### config.mk
export PLATFORM = sky130hd
export DESIGN_NAME = ifu_line_fetch
export DESIGN_NICKNAME = d
export VERILOG_FILES = /design/src/rtl/ifu_pkg.sv /design/src/rtl/ifu_line_buf.sv /design/src/rtl/ifu_line_fetch.sv
export SDC_FILE = /design/constraint.sdc
export NUM_CORES = 1
export LEC_CHECK = 0
export BUFFER_PORTS_ARGS = -buffer_cell sky130_fd_sc_hd__buf_2
export CORE_ASPECT_RATIO = 1.1
export CORE_MARGIN = 2
export CORE_UTILIZATION = 56
export DETAILED_ROUTE_END_ITERATION = 10
export MAX_ROUTING_LAYER = met4
export PLACE_DENSITY = 0.85
export SYNTH_ARGS = -nofsm -noshare
export SYNTH_HDL_FRONTEND = slang
export SYNTH_SLANG_ARGS = --single-unit
### constraint.sdc
create_clock -name clk -period 14.7 [get_ports clk]
set_input_delay 0.735 -clock clk [delete_from_list [all_inputs] [get_ports clk]]
set_output_delay 0.735 -clock clk [all_outputs]
set_load 0.01 [all_outputs]
### src/rtl/ifu_pkg.sv
// Shared definitions for the instruction-fetch line buffer: FSM encoding,
// default parameters and PC bit-field positions.
package ifu_pkg;

    localparam logic [31:0] IFU_RESET_PC = 32'h8000_0000;
    localparam int          IFU_LINE_W   = 128;

    localparam int OFF_MSB        = 3;
    localparam int OFF_LSB        = 0;
    localparam int WORD_MSB       = 3;
    localparam int WORD_LSB       = 2;
    localparam int TAG_MSB        = 31;
    localparam int TAG_LSB        = 4;
    localparam int TAG_W          = TAG_MSB - TAG_LSB + 1;
    localparam int WORDS_PER_LINE = IFU_LINE_W / 32;

    localparam logic [1:0] ST_RUN  = 2'd0;
    localparam logic [1:0] ST_MISS = 2'd1;
    localparam logic [1:0] ST_KILL = 2'd2;

    typedef enum logic [1:0] {
        RUN  = ST_RUN,
        MISS = ST_MISS,
        KILL = ST_KILL
    } state_e;

endpackage

### src/rtl/ifu_line_buf.sv
// Single-entry I-cache line buffer: holds one line with its tag, reports a hit
// for the current PC and selects the addressed 32-bit word.
module ifu_line_buf
    import ifu_pkg::*;
#(
    parameter int LINE_W = IFU_LINE_W
) (
    input  logic              clk,
    input  logic              rst,
    input  logic              wr_en,
    input  logic [LINE_W-1:0] wr_data,
    input  logic [TAG_W-1:0]  wr_tag,
    input  logic              inv,
    input  logic [TAG_W-1:0]  pc_tag,
    input  logic [1:0]        pc_word,
    output logic              hit,
    output logic [31:0]       inst
);

    logic [LINE_W-1:0] buf_data;
    logic [TAG_W-1:0]  buf_tag;
    logic              buf_v;

    // Invalidate wins over a same-cycle fill so fence.i never leaves a stale line.
    always_ff @(posedge clk) begin
        if (rst) begin
            buf_v <= 1'b0;
        end else if (inv) begin
            buf_v <= 1'b0;
        end else if (wr_en) begin
            buf_v <= 1'b1;
        end
    end

    always_ff @(posedge clk) begin
        if (wr_en) begin
            buf_data <= wr_data;
            buf_tag  <= wr_tag;
        end
    end

    assign hit  = buf_v && (pc_tag == buf_tag);
    assign inst = buf_data[32*pc_word +: 32];

endmodule

### src/rtl/ifu_line_fetch.sv
// Instruction fetch front end: PC, miss/kill sequencing against a non-abortable
// I-cache, and handoff of one instruction per cycle to decode.
//
//   state | meaning
//   RUN   | serving instructions from the line buffer; a miss issues a request
//   MISS  | request outstanding; the returned line fills the buffer
//   KILL  | request outstanding but stale (redirect/flush); the line is dropped
module ifu_line_fetch
    import ifu_pkg::*;
#(
    parameter logic [31:0] RESET_PC = IFU_RESET_PC,
    parameter int          LINE_W   = IFU_LINE_W
) (
    input  logic              clk,
    input  logic              rst,
    input  logic              redirect_valid,
    input  logic [31:0]       redirect_pc,
    input  logic              flush_line,
    output logic              out_valid,
    input  logic              out_ready,
    output logic [31:0]       out_inst,
    output logic [31:0]       out_pc,
    output logic              icache_req_valid,
    output logic [31:0]       icache_req_addr,
    input  logic [LINE_W-1:0] icache_rdata,
    input  logic              icache_ready
);

    state_e      state;
    logic [31:0] pc;
    logic [31:0] target;
    logic        hit;
    logic        fire;
    logic        wr_en;

    assign target    = redirect_pc & 32'hFFFF_FFFC;
    assign out_valid = (state == RUN) && hit && !redirect_valid && !flush_line;
    assign fire      = out_valid && out_ready;
    assign out_pc    = pc;
    // A flush landing on the response cycle drops the line; the PC re-misses in RUN.
    assign wr_en     = (state == MISS) && icache_ready && !flush_line;

    ifu_line_buf #(
        .LINE_W (LINE_W)
    ) u_line_buf (
        .clk     (clk),
        .rst     (rst),
        .wr_en   (wr_en),
        .wr_data (icache_rdata),
        .wr_tag  (icache_req_addr[TAG_MSB:TAG_LSB]),
        .inv     (flush_line),
        .pc_tag  (pc[TAG_MSB:TAG_LSB]),
        .pc_word (pc[WORD_MSB:WORD_LSB]),
        .hit     (hit),
        .inst    (out_inst)
    );

    always_ff @(posedge clk) begin
        if (rst) begin
            pc               <= RESET_PC;
            state            <= RUN;
            icache_req_valid <= 1'b0;
            icache_req_addr  <= 32'h0;
        end else begin
            if (redirect_valid) begin
                pc <= target;
            end else if (fire) begin
                pc <= pc + 32'd4;
            end

            case (state)
                RUN: begin
                    // Only miss on a PC that is not about to change or be invalidated.
                    if (!hit && !redirect_valid && !flush_line) begin
                        state            <= MISS;
                        icache_req_valid <= 1'b1;
                        icache_req_addr  <= {pc[TAG_MSB:TAG_LSB], 4'b0000};
                    end
                end
                MISS: begin
                    if (icache_ready) begin
                        icache_req_valid <= 1'b0;
                        state            <= RUN;
                    end else if (redirect_valid || flush_line) begin
                        state <= KILL;
                    end
                end
                KILL: begin
                    if (icache_ready) begin
                        icache_req_valid <= 1'b0;
                        state            <= RUN;
                    end
                end
                default: begin
                    icache_req_valid <= 1'b0;
                    state            <= RUN;
                end
            endcase
        end
    end

endmodule
==> summary.md, run 1 <==
| Metric | Value |
|---|---|
| Critical path fanouts, max | `9` |
| P_leak | `4.219 nW` |
| Synth Area in XOR/XNOR | `3.164%` |
| Min cycle time layout | `3.197 ns` |
| DP Area | `10460 sq um` |
| Non-Filler Instances | `1094` |
| Top_reg_cell synth | `edfxtp_1` |
| Post-synthesis mux area share | `11.16%` |
| Hold path start | `icache_rdata[39]` |
| Slew Limit Fails | `0` |
| Buffers and inverters on the worst path | `1` |
| Commonest non-fill, non-tap cell in the layout | `buf_2` |
| Cells after DPL | `1054` |
| DR DRC count | `0` |
| Element type at the critical path end | `primary output` |
| Vias | `6464` |
| Setup violators final | `0` |
| Avg Cell Area, Syn | `14.40 sq um` |
| Relative slew slack | `30.60%` |
| Synth area leaders | `edfxtp_1 (52%), dfxtp_1 (14%), mux4_2 (8.0%)` |
| Fraction of layout cells with a size suffix above 1 | `38.05%` |
| Mapped Area | `9056 sq um` |
| Die Y | `137.4 microns` |
| Fin Setup TNS | `0 ns` |
| Commonest non-fill, non-tap cells in the layout | `buf_2 (255), edfxtp_1 (156), dfxtp_1 (60)` |
| Worst Setup SP | `out_pc[7]$_SDFFE_PP0P_` |
| CP max stage cell | `nor2_1` |
| Synth unique cells | `55` |
| Core Region | `15740 sq um` |
| Clock slew at reported path FFs | `0.06 ns` |
| Largest net degree at the start of global routing | `80` |
| DIE WIDTH | `125.3 microns` |
| Synth Area in Simple Gates | `11.16%` |
| Post-route cell area | `11210 sq um` |
| Hold Path Class | `in -> reg` |
| Crit path kind | `reg -> out` |
| Global-route wire length before repair | `34040 microns` |
| Status | `finished clean` |
| EDFF count, synth | `156` |
| CTS Sinks | `218` |
| PwrDens | `122.8 nW/um^2` |
| Final Wtd Congestion | `0.8865` |
| Endpoints failing hold | `0` |
| Max Root-Sink Buffers | `3` |
| Initial DRC count | `579` |
| CTS root buffer | `clkbuf_16` |
| Post-Synth Adder-Cell Area | `0.5526%` |
| Total Routed Length | `22920 microns` |
| Largest family of logic cells by synthesized area | `multiplexers` |
| #FFs+latches synth | `218` |
| DP HPWL | `15700 microns` |
| Startpoint types | `flip-flop` |
| Ys async rst share | `0%` |
| Hold Worst Slack | `0.4142 ns` |
| GRT Util Overall | `26.57%` |
| Clock skew | `0.01553 ns` |
| Share of the synthesized area in the top cell type | `51.73%` |
| Vias in the first global route | `6146` |
| Cell Rows | `48` |
| CTS tree | `yes` |
| I/O pin count | `264` |
| TritonRoute pass-1 iters | `5` |
| Worst skew pair latency | `0.49 ns` |
| Setup repair bufs after CTS | `0` |
| F_max | `312.8 MHz` |
| Synth Warn # | `0` |
| Cell family contributing the most delay on the critical path | `simple AND/OR/NAND/NOR gates` |
| Remaining global-route overflow | `0` |
| WL/cell | `20.95 microns` |
| Synth-to-layout area growth | `23.74%` |
| Highest cell delay on the worst timing path | `0.55 ns` |
| Max Cap Viol | `0` |
| Starting density of the core | `57.55%` |
| ANT nets after route | `0` |
| Number of fill cells | `1037` |
| Cts repair resizes | `0` |
| Pwr Total | `1.376 mW` |
| Maximum vdd ir drop | `107.5 uV` |
| Post-synthesis sequential area ratio | `65.43%` |
| CP arrival | `2.46 ns` |
| Die Area | `17210 sq um` |
| Hold Buf Count CTS | `0` |
| Routed vias/inst | `5.909` |
| Synth area leader | `edfxtp_1` |
| Fin nets | `1047` |
| H-tree depth | `1` |
| CP Cell Sequence | `xnor2_2 -> nand4_1 -> nor2_1 -> nand4_1 -> nor2_1 -> buf_2` |
| I/O Buffers | `255` |
| Least-Margin Pin Slew | `1.041 ns` |
| Compound-Gate Fraction of Synth Area | `5.678%` |
| TritonCTS Buffers | `21` |
| Critical R2R Launch | `out_pc[3]$_SDFFE_PP0P_` |
| Mapped Cells | `629` |
| RSZ-0062 raised after global routing | `false` |
| Final Cycle Share | `21.75%` |
| Worst path required time | `13.97 ns` |
| Initial antenna violation count | `2` |
report_power, final:
part	internal [mW]	switching [mW]	total, mW
clock	0.349	0.225	0.574
sequential	0.674	0.0186	0.692
combinational	0.0522	0.0575	0.110
layout make-up:
class	count	area (sq um)	area share, %
multi-input combinational	363	2914	26.00
clock buffer	26	575.6	5.136
clock inverter	11	163.9	1.463
tap	200	250.2	2.233
antenna	3	7.507	0.06699
sequential	218	5928	52.90
inverter	12	45.04	0.4020
timing repair buffer	261	1321	11.79
registers in the layout (all words and copies together), names as in the netlist:
signal,cells
u_line_buf.buf_data,128
out_pc,30
icache_req_addr,28
u_line_buf.buf_tag,28
state,2
icache_req_valid,1
u_line_buf.buf_v,1
path summary, 6_finish.rpt:
kind / endpoint / slack (ns) / depth (start not counted)
setup / recovery: out_valid / 11.50 / 6
hold / removal: u_line_buf.buf_data[39]$_DFFE_PP_ / 0.41 / 1
setup reg to reg: out_pc[28]$_SDFFE_PP0P_ / 11.70 / 7
hold reg to reg: u_line_buf.buf_tag[1]$_DFFE_PP_ / 0.45 / 0
synthesized netlist by cell type, types with 11 or more instances:
| library cell | n |
|---|---|
| nand2_1 | 41 |
| a21oi_1 | 16 |
| mux2i_1 | 29 |
| nor2_1 | 40 |
| dfxtp_1 | 62 |
| clkbuf_1 | 19 |
| nand4_1 | 13 |
| edfxtp_1 | 156 |
| and3_1 | 11 |
| mux4_2 | 32 |
| nand3_1 | 18 |
| xnor2_1 | 27 |
| inv_1 | 12 |
| a31oi_1 | 21 |
routing by layer:
layer  share of wire, %  global-route usage (%)
met1                 37                   32.63
met2                 49                   43.51
met3                 10                   6.641
met4                3.6                   9.568
met5                  0                       -
stage by stage:
| stage | utilization (%) | setup WS (ns) |
|---|---|---|
| 2_1_floorplan | - | 6.716 |
| 3_3_place_gp | 66.47 | 11.58 |
| 3_5_place_dp | 66.47 | 11.53 |
| 4_1_cts | 71.17 | 11.45 |
| 5_1_grt | 71.20 | 11.35 |
| 6_report | 71.21 | 11.50 |
cells by family after synthesis:
kind of cell	after synthesis
AO/OA/AOI/OAI	77
adder cells (fa/ha/maj)	4
multiplexers	61
other	1
AND/OR/NAND/NOR	184
buffers and inverters	53
flip-flops	218
XOR/XNOR	31
Power figures use the tool's default switching activity.
==> inputs of run 2 (changes only) <==
ABC_AREA = 1   (was not set)
CORE_UTILIZATION = 53   (was 56)
PLACE_DENSITY = 0.81   (was 0.85)
clock period = 2.95 ns   (was 14.7 ns; I/O delays follow)
==> summary.md, run 2 <==
| Metric | Value |
|---|---|
| Final core occ | `74.19% (was 71.21%)` |
| GRT met3 Usage | `5.416% (was 6.641%)` |
| H-tree depth | `1 (unchanged)` |
| CP arrival | `2.50 ns (was 2.46 ns)` |
| Crit path kind | `reg -> out (unchanged)` |
| Post-Synth Adder-Cell Area | `0.5220% (was 0.5526%)` |
| GRT met2 Usage | `54.90% (was 43.51%)` |
| Reg-to-reg endpoint | `icache_req_addr[26]$_SDFFE_PP0P_ (was out_pc[28]$_SDFFE_PP0P_)` |
| DIE WIDTH | `132.2 microns (was 125.3 microns)` |
| Max Cap Viol | `0 (unchanged)` |
| Slew Limit Fails | `0 (unchanged)` |
| I/O Buffers | `255 (unchanged)` |
| I/O pin count | `264 (unchanged)` |
| Largest net degree at the start of global routing | `84 (was 80)` |
| Vias | `9050 (was 6464)` |
| Starting density of the core | `54.05% (was 57.55%)` |
| Status | `finished clean (unchanged)` |
| R2r setup slk | `0.39 ns (was 11.70 ns)` |
| Share of the synthesized area in the top cell type | `48.86% (was 51.73%)` |
| GRT Util Overall | `33.42% (was 26.57%)` |
| DP Area | `11030 sq um (was 10460 sq um)` |
| Total Routed Length | `31800 microns (was 22920 microns)` |
| CTS tree | `yes (unchanged)` |
| Hold path start | `redirect_pc[18] (was icache_rdata[39])` |
| Commonest non-fill, non-tap cell in the layout | `buf_2 (unchanged)` |
| Clk pwr share | `40.4% (was 41.7%)` |
| Psw | `1.817 mW (was 0.3010 mW)` |
| Cts repair resizes | `0 (unchanged)` |
| Ys async rst share | `0% (unchanged)` |
| Compound-Gate Fraction of Synth Area | `11.33% (was 5.678%)` |
| F_max | `377.9 MHz` |
| Global-route wire length before repair | `48870 microns (was 34040 microns)` |
| PwrDens | `559.0 nW/um^2 (was 122.8 nW/um^2)` |
| Remaining global-route overflow | `0 (unchanged)` |
| TritonRoute pass-1 iters | `7 (was 5)` |
| Relative slew slack | `18.07% (was 30.60%)` |
| Post-synthesis sequential area ratio | `61.80% (was 65.43%)` |
| WL/cell | `19.27 microns (was 20.95 microns)` |
| GRT busiest layer | `met2 (unchanged)` |
| Setup violators final | `0 (unchanged)` |
| RSZ-0062 raised after global routing | `false (unchanged)` |
| Critical path fanouts, max | `36 (was 9)` |
| Fraction of layout cells with a size suffix above 1 | `22.92% (was 38.05%)` |
| Comb power frac | `12.2% (was 8.0%)` |
| Clock skew | `0.01492 ns (was 0.01553 ns)` |
| Hold Worst Slack | `0.01695 ns (was 0.4142 ns)` |
| Internal Power | `5.541 mW (was 1.075 mW)` |
| CTS Sinks | `218 (unchanged)` |
| Cell Rows | `51 (was 48)` |
| DP HPWL | `17990 microns (was 15700 microns)` |
| Die Y | `145.1 microns (was 137.4 microns)` |
| Min cycle time layout | `2.646 ns` |
| #FFs+latches synth | `218 (unchanged)` |
| TritonCTS Buffers | `23 (was 21)` |
| Critical R2R Launch | `out_pc[14]$_SDFFE_PP0P_ (was out_pc[3]$_SDFFE_PP0P_)` |
| Synth area leaders | `edfxtp_1 (49%), dfxtp_1 (13%), nand2_1 (9.0%) (was edfxtp_1 (52%), dfxtp_1 (14%), mux4_2 (8.0%))` |
| Hold Path End | `out_pc[18]$_SDFFE_PP0P_ (was u_line_buf.buf_data[39]$_DFFE_PP_)` |
| Mapped Cells | `1020 (was 629)` |
| Hold Path Depth | `5 (was 1)` |
| Met1 Use GR | `40.15% (was 32.63%)` |
| Final Wtd Congestion | `0.9628 (was 0.8865)` |
| CTS root buffer | `clkbuf_16 (unchanged)` |
| Number of fill cells | `1212 (was 1037)` |
| Maximum vdd ir drop | `455.3 uV (was 107.5 uV)` |
| Post-synthesis mux area share | `0% (was 11.16%)` |
| Avg Cell Area, Syn | `9.400 sq um (was 14.40 sq um)` |
| Core Region | `17740 sq um (was 15740 sq um)` |
| ANT nets after route | `0 (unchanged)` |
| Top_reg_cell synth | `edfxtp_1 (unchanged)` |
| Fin nets | `1564 (was 1047)` |
| Element type at the critical path end | `primary output (unchanged)` |
| Final Cycle Share | `89.70%` |
| DR DRC count | `0 (unchanged)` |
| Reg power frac | `47.4% (was 50.3%)` |
| Initial DRC count | `785 (was 579)` |
| Sw frac | `24.69% (was 21.87%)` |
| Initial antenna violation count | `3 (was 2)` |
| Least-Margin Pin Slew | `1.226 ns (was 1.041 ns)` |
| Synth unique cells | `30 (was 55)` |
| Hold Path Class | `in -> reg (unchanged)` |
| Synth Area in XOR/XNOR | `2.284% (was 3.164%)` |
| Startpoint types | `flip-flop (unchanged)` |
| Synth Warn # | `0 (unchanged)` |
| Die Area | `19180 sq um (was 17210 sq um)` |
| EDFF count, synth | `156 (unchanged)` |
| P_leak | `5.432 nW (was 4.219 nW)` |
| Pwr Total | `7.357 mW (was 1.376 mW)` |
| Max Root-Sink Buffers | `3 (unchanged)` |
| Post-route setup slack | `0.3038 ns (was 11.50 ns)` |
| Clock slew at reported path FFs | `0.06 ns (about the same)` |
| Worst skew pair latency | `0.50 ns (was 0.49 ns)` |
| Largest family of logic cells by synthesized area | `simple AND/OR/NAND/NOR gates (was multiplexers)` |
| Max reg flops | `128 (unchanged)` |
| Most frequent cells after synthesis | `nand2_1 (230), edfxtp_1 (156), nor2_1 (122), o21ai_0 (110), inv_1 (71) (was edfxtp_1 (156), dfxtp_1 (62), nand2_1 (41), nor2_1 (40), mux4_2 (32))` |
| Most numerous cell in the Yosys netlist | `nand2_1 (was edfxtp_1)` |
| Largest reg by FF count | `u_line_buf.buf_data (unchanged)` |
| Vias in the first global route | `8929 (was 6146)` |
| Synth area leader | `edfxtp_1 (unchanged)` |
| Routed vias/inst | `5.485 (was 5.909)` |
| Endpoints failing hold | `0 (unchanged)` |
| DP Worst Slack | `0.4977 ns (was 11.53 ns)` |
| Commonest non-fill, non-tap cells in the layout | `buf_2 (255), nand2_1 (229), edfxtp_1 (156) (was buf_2 (255), edfxtp_1 (156), dfxtp_1 (60))` |
| Worst path required time | `2.80 ns (was 13.97 ns)` |
| Post-route cell area | `13160 sq um (was 11210 sq um)` |
| Synth Area in Simple Gates | `17.90% (was 11.16%)` |
| Synth-to-layout area growth | `37.26% (was 23.74%)` |
| R2R depth | `11 (was 7)` |
| Mapped Area | `9588 sq um (was 9056 sq um)` |
[run 2: changes by cell type in the layout (fill, tap and decap cells not counted), moves of 11 or more]
cell           change
mux2i_1           -29
a31oi_1           -21
inv_1             +57
inv_2             +11
mux4_2            -32
xor2_1            +18
nand3_1           +32
xnor2_1           -22
dlygate4sd3_1    +136
a21oi_1           +45
o22ai_1           +32
o21ai_0          +102
nand2_1          +188
nor2_1            +82
[run 2: layer usage]
metal,wire (microns),vias to the layer above,share of wire (%)
met1,11820,4180,37
met4,1750,0,5.5
met3,2769,104,8.7
li1,-,4179,-
met2,15460,587,49
met5,0,-,0
[run 2: what timing repair did]
item,CTS,global route
hold buffers,136,0
buffers inserted,0,0
endpoints found under the hold margin,136,0
[run 2: critical path, stage by stage, from the launching register on]
cell and delay, ns:
dfxtp_1 0.31, buf_4 0.26, inv_1 0.50, buf_4 0.32, o21ai_0 0.15, o22ai_1 0.24
buf_2 0.20
[run 2: metrics by stage]
stage,TNS [ns],std cells
global placement,0,1471
CTS,0,1647
floorplan,-52.64,1025
global route,0,1650
detailed placement,0,1471
finish,0,1650
[run 2: worst max path at each step]
stage | slack, ns | start | depth (start not counted) | endpoint
floorplan | -0.34 | state[1]$_SDFFE_PP0P_ | 4 | u_line_buf.buf_data[0]$_DFFE_PP_
global placement | 0.61 | out_pc[21]$_SDFFE_PP0P_ | 10 | icache_req_addr[30]$_SDFFE_PP0P_
detailed placement | 0.50 | out_pc[7]$_SDFFE_PP0P_ | 10 | icache_req_addr[16]$_SDFFE_PP0P_
CTS | 0.39 | out_pc[14]$_SDFFE_PP0P_ | 11 | icache_req_addr[26]$_SDFFE_PP0P_
global route | 0.10 | out_pc[14]$_SDFFE_PP0P_ | 11 | icache_req_addr[8]$_SDFFE_PP0P_
finish | 0.30 | out_pc[3]$_SDFFE_PP0P_ | 6 | out_inst[25]
[run 2: cells by family (layout without fill, tap and decap cells)]
group	Yosys count	after routing
fa+ha+maj	4	4
compound gates	209	209
flops	218	218
other cells	1	9
buf+inv	138	522
xor+xnor	25	25
simple gates	425	425
[run 2: area by class of cell]
cell class                      count  area (sq um)  area share (%)
Sequential cell                   218          5929           45.06
Multi-Input combinational cell    669          3122           23.72
Timing Repair Buffer              402          2745           20.86
Clock buffer                       30         621.8           4.725
Inverter                           80         300.3           2.282
Tap cell                          238         297.8           2.263
Clock inverter                     10         136.4           1.036
Antenna cell                        3         7.507         0.05705
[run 2: power by group through the flow]
stage	Sequential, mW	Clock [mW]	Combinational [mW]
floorplan	3.55	0	0.377
global placement	3.54	0	0.688
detailed placement	3.55	0	0.706
CTS	3.48	2.94	0.853
global route	3.50	3.11	0.967
finish	3.49	2.98	0.894
==> inputs of run 3 (changes only) <==
CELL_PAD_IN_SITES_DETAIL_PLACEMENT = 1   (was not set)
CELL_PAD_IN_SITES_GLOBAL_PLACEMENT = 1   (was not set)
CORE_UTILIZATION = 39   (was 53)
PLACE_DENSITY = not set   (was 0.81)
PLACE_DENSITY_LB_ADDON = 0.1   (was not set)
==> summary.md, run 3 (same netlist as run 2, synthesis figures left out) <==
| Metric | Value |
|---|---|
| Crit path capture | `icache_req_addr[10]$_SDFFE_PP0P_ (was out_inst[25])` |
| Synth-to-layout area growth | `40.65% (was 37.26%)` |
| Initial antenna violation count | `4 (was 3)` |
| Final Wtd Congestion | `0.8641 (was 0.9628)` |
| I/O pin count | `264 (unchanged)` |
| PwrDens | `555.0 nW/um^2 (was 559.0 nW/um^2)` |
| Fraction of layout cells with a size suffix above 1 | `23.76% (was 22.92%)` |
| Least-Margin Pin Slew | `0.7458 ns (was 1.226 ns)` |
| Element type at the critical path end | `flip-flop (was primary output)` |
| DR DRC count | `0 (unchanged)` |
| Largest reg by FF count | `u_line_buf.buf_data (unchanged)` |
| Cts repair resizes | `0 (unchanged)` |
| Final core occ | `55.44% (was 74.19%)` |
| Non-Filler Instances | `1749 (was 1650)` |
| H-tree depth | `1 (unchanged)` |
| ANT nets after route | `0 (unchanged)` |
| Maximum vdd ir drop | `476.3 uV (was 455.3 uV)` |
| Startpoint types | `flip-flop (unchanged)` |
| Worst skew pair latency | `0.52 ns (was 0.50 ns)` |
| Min cycle time layout | `2.496 ns (was 2.646 ns)` |
| Commonest non-fill, non-tap cell in the layout | `buf_2 (unchanged)` |
| WL/cell | `20.40 microns (was 19.27 microns)` |
| P_leak | `5.567 nW (was 5.432 nW)` |
| R2R depth | `11 (unchanged)` |
| CP arrival | `2.94 ns (was 2.50 ns)` |
| RSZ-0062 raised after global routing | `false (unchanged)` |
| Hold Worst Slack | `0.01420 ns (was 0.01695 ns)` |
| Status | `finished clean (unchanged)` |
| Cell Rows | `60 (was 51)` |
| TritonRoute pass-1 iters | `6 (was 7)` |
| Setup violators final | `0 (unchanged)` |
| Endpoints failing hold | `0 (unchanged)` |
| I/O Buffers | `255 (unchanged)` |
| F_max | `400.7 MHz (was 377.9 MHz)` |
| Commonest non-fill, non-tap cells in the layout | `buf_2 (255), nand2_1 (229), edfxtp_1 (156) (unchanged)` |
| CTS tree | `yes (unchanged)` |
| Critical path fanouts, max | `33 (was 36)` |
| Slew Limit Fails | `0 (unchanged)` |
| Fin nets | `1588 (was 1564)` |
| Cells after DPL | `1562 (was 1471)` |
| Worst Setup SP | `out_pc[16]$_SDFFE_PP0P_ (was out_pc[3]$_SDFFE_PP0P_)` |
| Total Routed Length | `35680 microns (was 31800 microns)` |
| Largest net degree at the start of global routing | `66 (was 84)` |
| Reg-to-reg endpoint | `icache_req_addr[10]$_SDFFE_PP0P_ (was icache_req_addr[26]$_SDFFE_PP0P_)` |
| Critical R2R Launch | `out_pc[16]$_SDFFE_PP0P_ (was out_pc[14]$_SDFFE_PP0P_)` |
| GRT Util Overall | `28.23% (was 33.42%)` |
| Max Cap Viol | `0 (unchanged)` |
| Vias in the first global route | `9890 (was 8929)` |
| DP Worst Slack | `0.5165 ns (was 0.4977 ns)` |
| Global-route wire length before repair | `55210 microns (was 48870 microns)` |
| Remaining global-route overflow | `0 (unchanged)` |
| TritonCTS Buffers | `24 (was 23)` |
| DP Area | `11290 sq um (was 11030 sq um)` |
| Hold Buf Count CTS | `140 (was 136)` |
| Clock skew | `0.01308 ns (was 0.01492 ns)` |
| Fin Setup TNS | `0 ns (unchanged)` |
| Core Region | `24320 sq um (was 17740 sq um)` |
| DP HPWL | `22260 microns (was 17990 microns)` |
| Worst path required time | `3.39 ns (was 2.80 ns)` |
| Post-route setup slack | `0.4541 ns (was 0.3038 ns)` |
| Post-route cell area | `13490 sq um (was 13160 sq um)` |
| R2r setup slk | `0.45 ns (was 0.39 ns)` |
| Max reg flops | `128 (unchanged)` |
| Final Cycle Share | `84.61% (was 89.70%)` |
| Multi-input gate area | `3122 sq um (unchanged)` |
| Starting density of the core | `39.42% (was 54.05%)` |
| Clock slew at reported path FFs | `0.06 ns (about the same)` |
| Number of fill cells | `2817 (was 1212)` |
| Sequential Area | `5929 sq um (unchanged)` |
| DIE WIDTH | `153.5 microns (was 132.2 microns)` |
| Hold Path Class | `in -> reg (unchanged)` |
| Initial DRC count | `537 (was 785)` |
| Die Area | `25860 sq um (was 19180 sq um)` |
| Relative slew slack | `50.16% (was 18.07%)` |
| Routed vias/inst | `5.110 (was 5.485)` |
| Crit path kind | `reg -> reg (was reg -> out)` |
| CTS root buffer | `clkbuf_16 (unchanged)` |
| Max Root-Sink Buffers | `3 (unchanged)` |
| CTS Sinks | `218 (unchanged)` |
| Vias | `8937 (was 9050)` |
| Die Y | `168.4 microns (was 145.1 microns)` |
| Setup repair bufs after CTS | `0 (unchanged)` |
| Pwr Total | `7.484 mW (was 7.357 mW)` |
[run 3: cell count changes in the layout (fill, tap and decap cells not counted), sizes merged]
cell | previous run | this run
inv | 81 | 80
clkinv | 4 | 7
clkbuf | 30 | 31
buf | 266 | 285
diode | 3 | 4
dlygate4sd3 | 136 | 140
[run 3: report_power, final]
group / leakage, nW / internal [mW] / switching, mW
Sequential: 1.92 / 3.40 / 0.0784
Clock: 0.376 / 1.81 / 1.27
Combinational: 3.27 / 0.409 / 0.524
[run 3: per-layer routing]
metal,track usage (%),vias up,wire length (microns),part of all wire [%]
met4,9.813,0,1190,3.3
met1,30.76,4353,13470,38
li1,-,4220,-,-
met3,4.813,59,1879,5.3
met5,-,-,0,0
met2,51.81,305,19150,54
[run 3: worst max-delay path: stages, from the launching register on]
cell and delay (ns):
dfxtp_1 0.43, inv_1 0.15, nand2_1 0.09, nand2_1 0.11, nand3_1 0.13, nor2_1 0.06, nand2_1 0.07, nor2_2 0.06
nor2_4 0.58, buf_4 0.40, o21ai_0 0.14, a21oi_1 0.18
[run 3: cell type report]
class / instances / area share (%)
Antenna cell: 4 / 0.07423
Sequential cell: 218 / 43.97
Clock buffer: 31 / 4.806
Tap cell: 310 / 2.876
Inverter: 80 / 2.227
Timing Repair Buffer: 425 / 21.90
Clock inverter: 12 / 1.002
Multi-Input combinational cell: 669 / 23.15
[run 3: worst min path at each step]
stage                           from                                end  slack [ns]  cells after the start
global placement    icache_rdata[25]  u_line_buf.buf_data[25]$_DFFE_PP_        0.32                      1
detailed placement  icache_rdata[59]  u_line_buf.buf_data[59]$_DFFE_PP_        0.33                      1
floorplan            icache_rdata[0]   u_line_buf.buf_data[0]$_DFFE_PP_        0.25                      0
CTS                  redirect_pc[19]            out_pc[19]$_SDFFE_PP0P_       0.003                      5
global route                     rst            out_pc[11]$_SDFFE_PP0P_        0.02                      2
finish                           rst             out_pc[9]$_SDFFE_PP0P_        0.01                      2
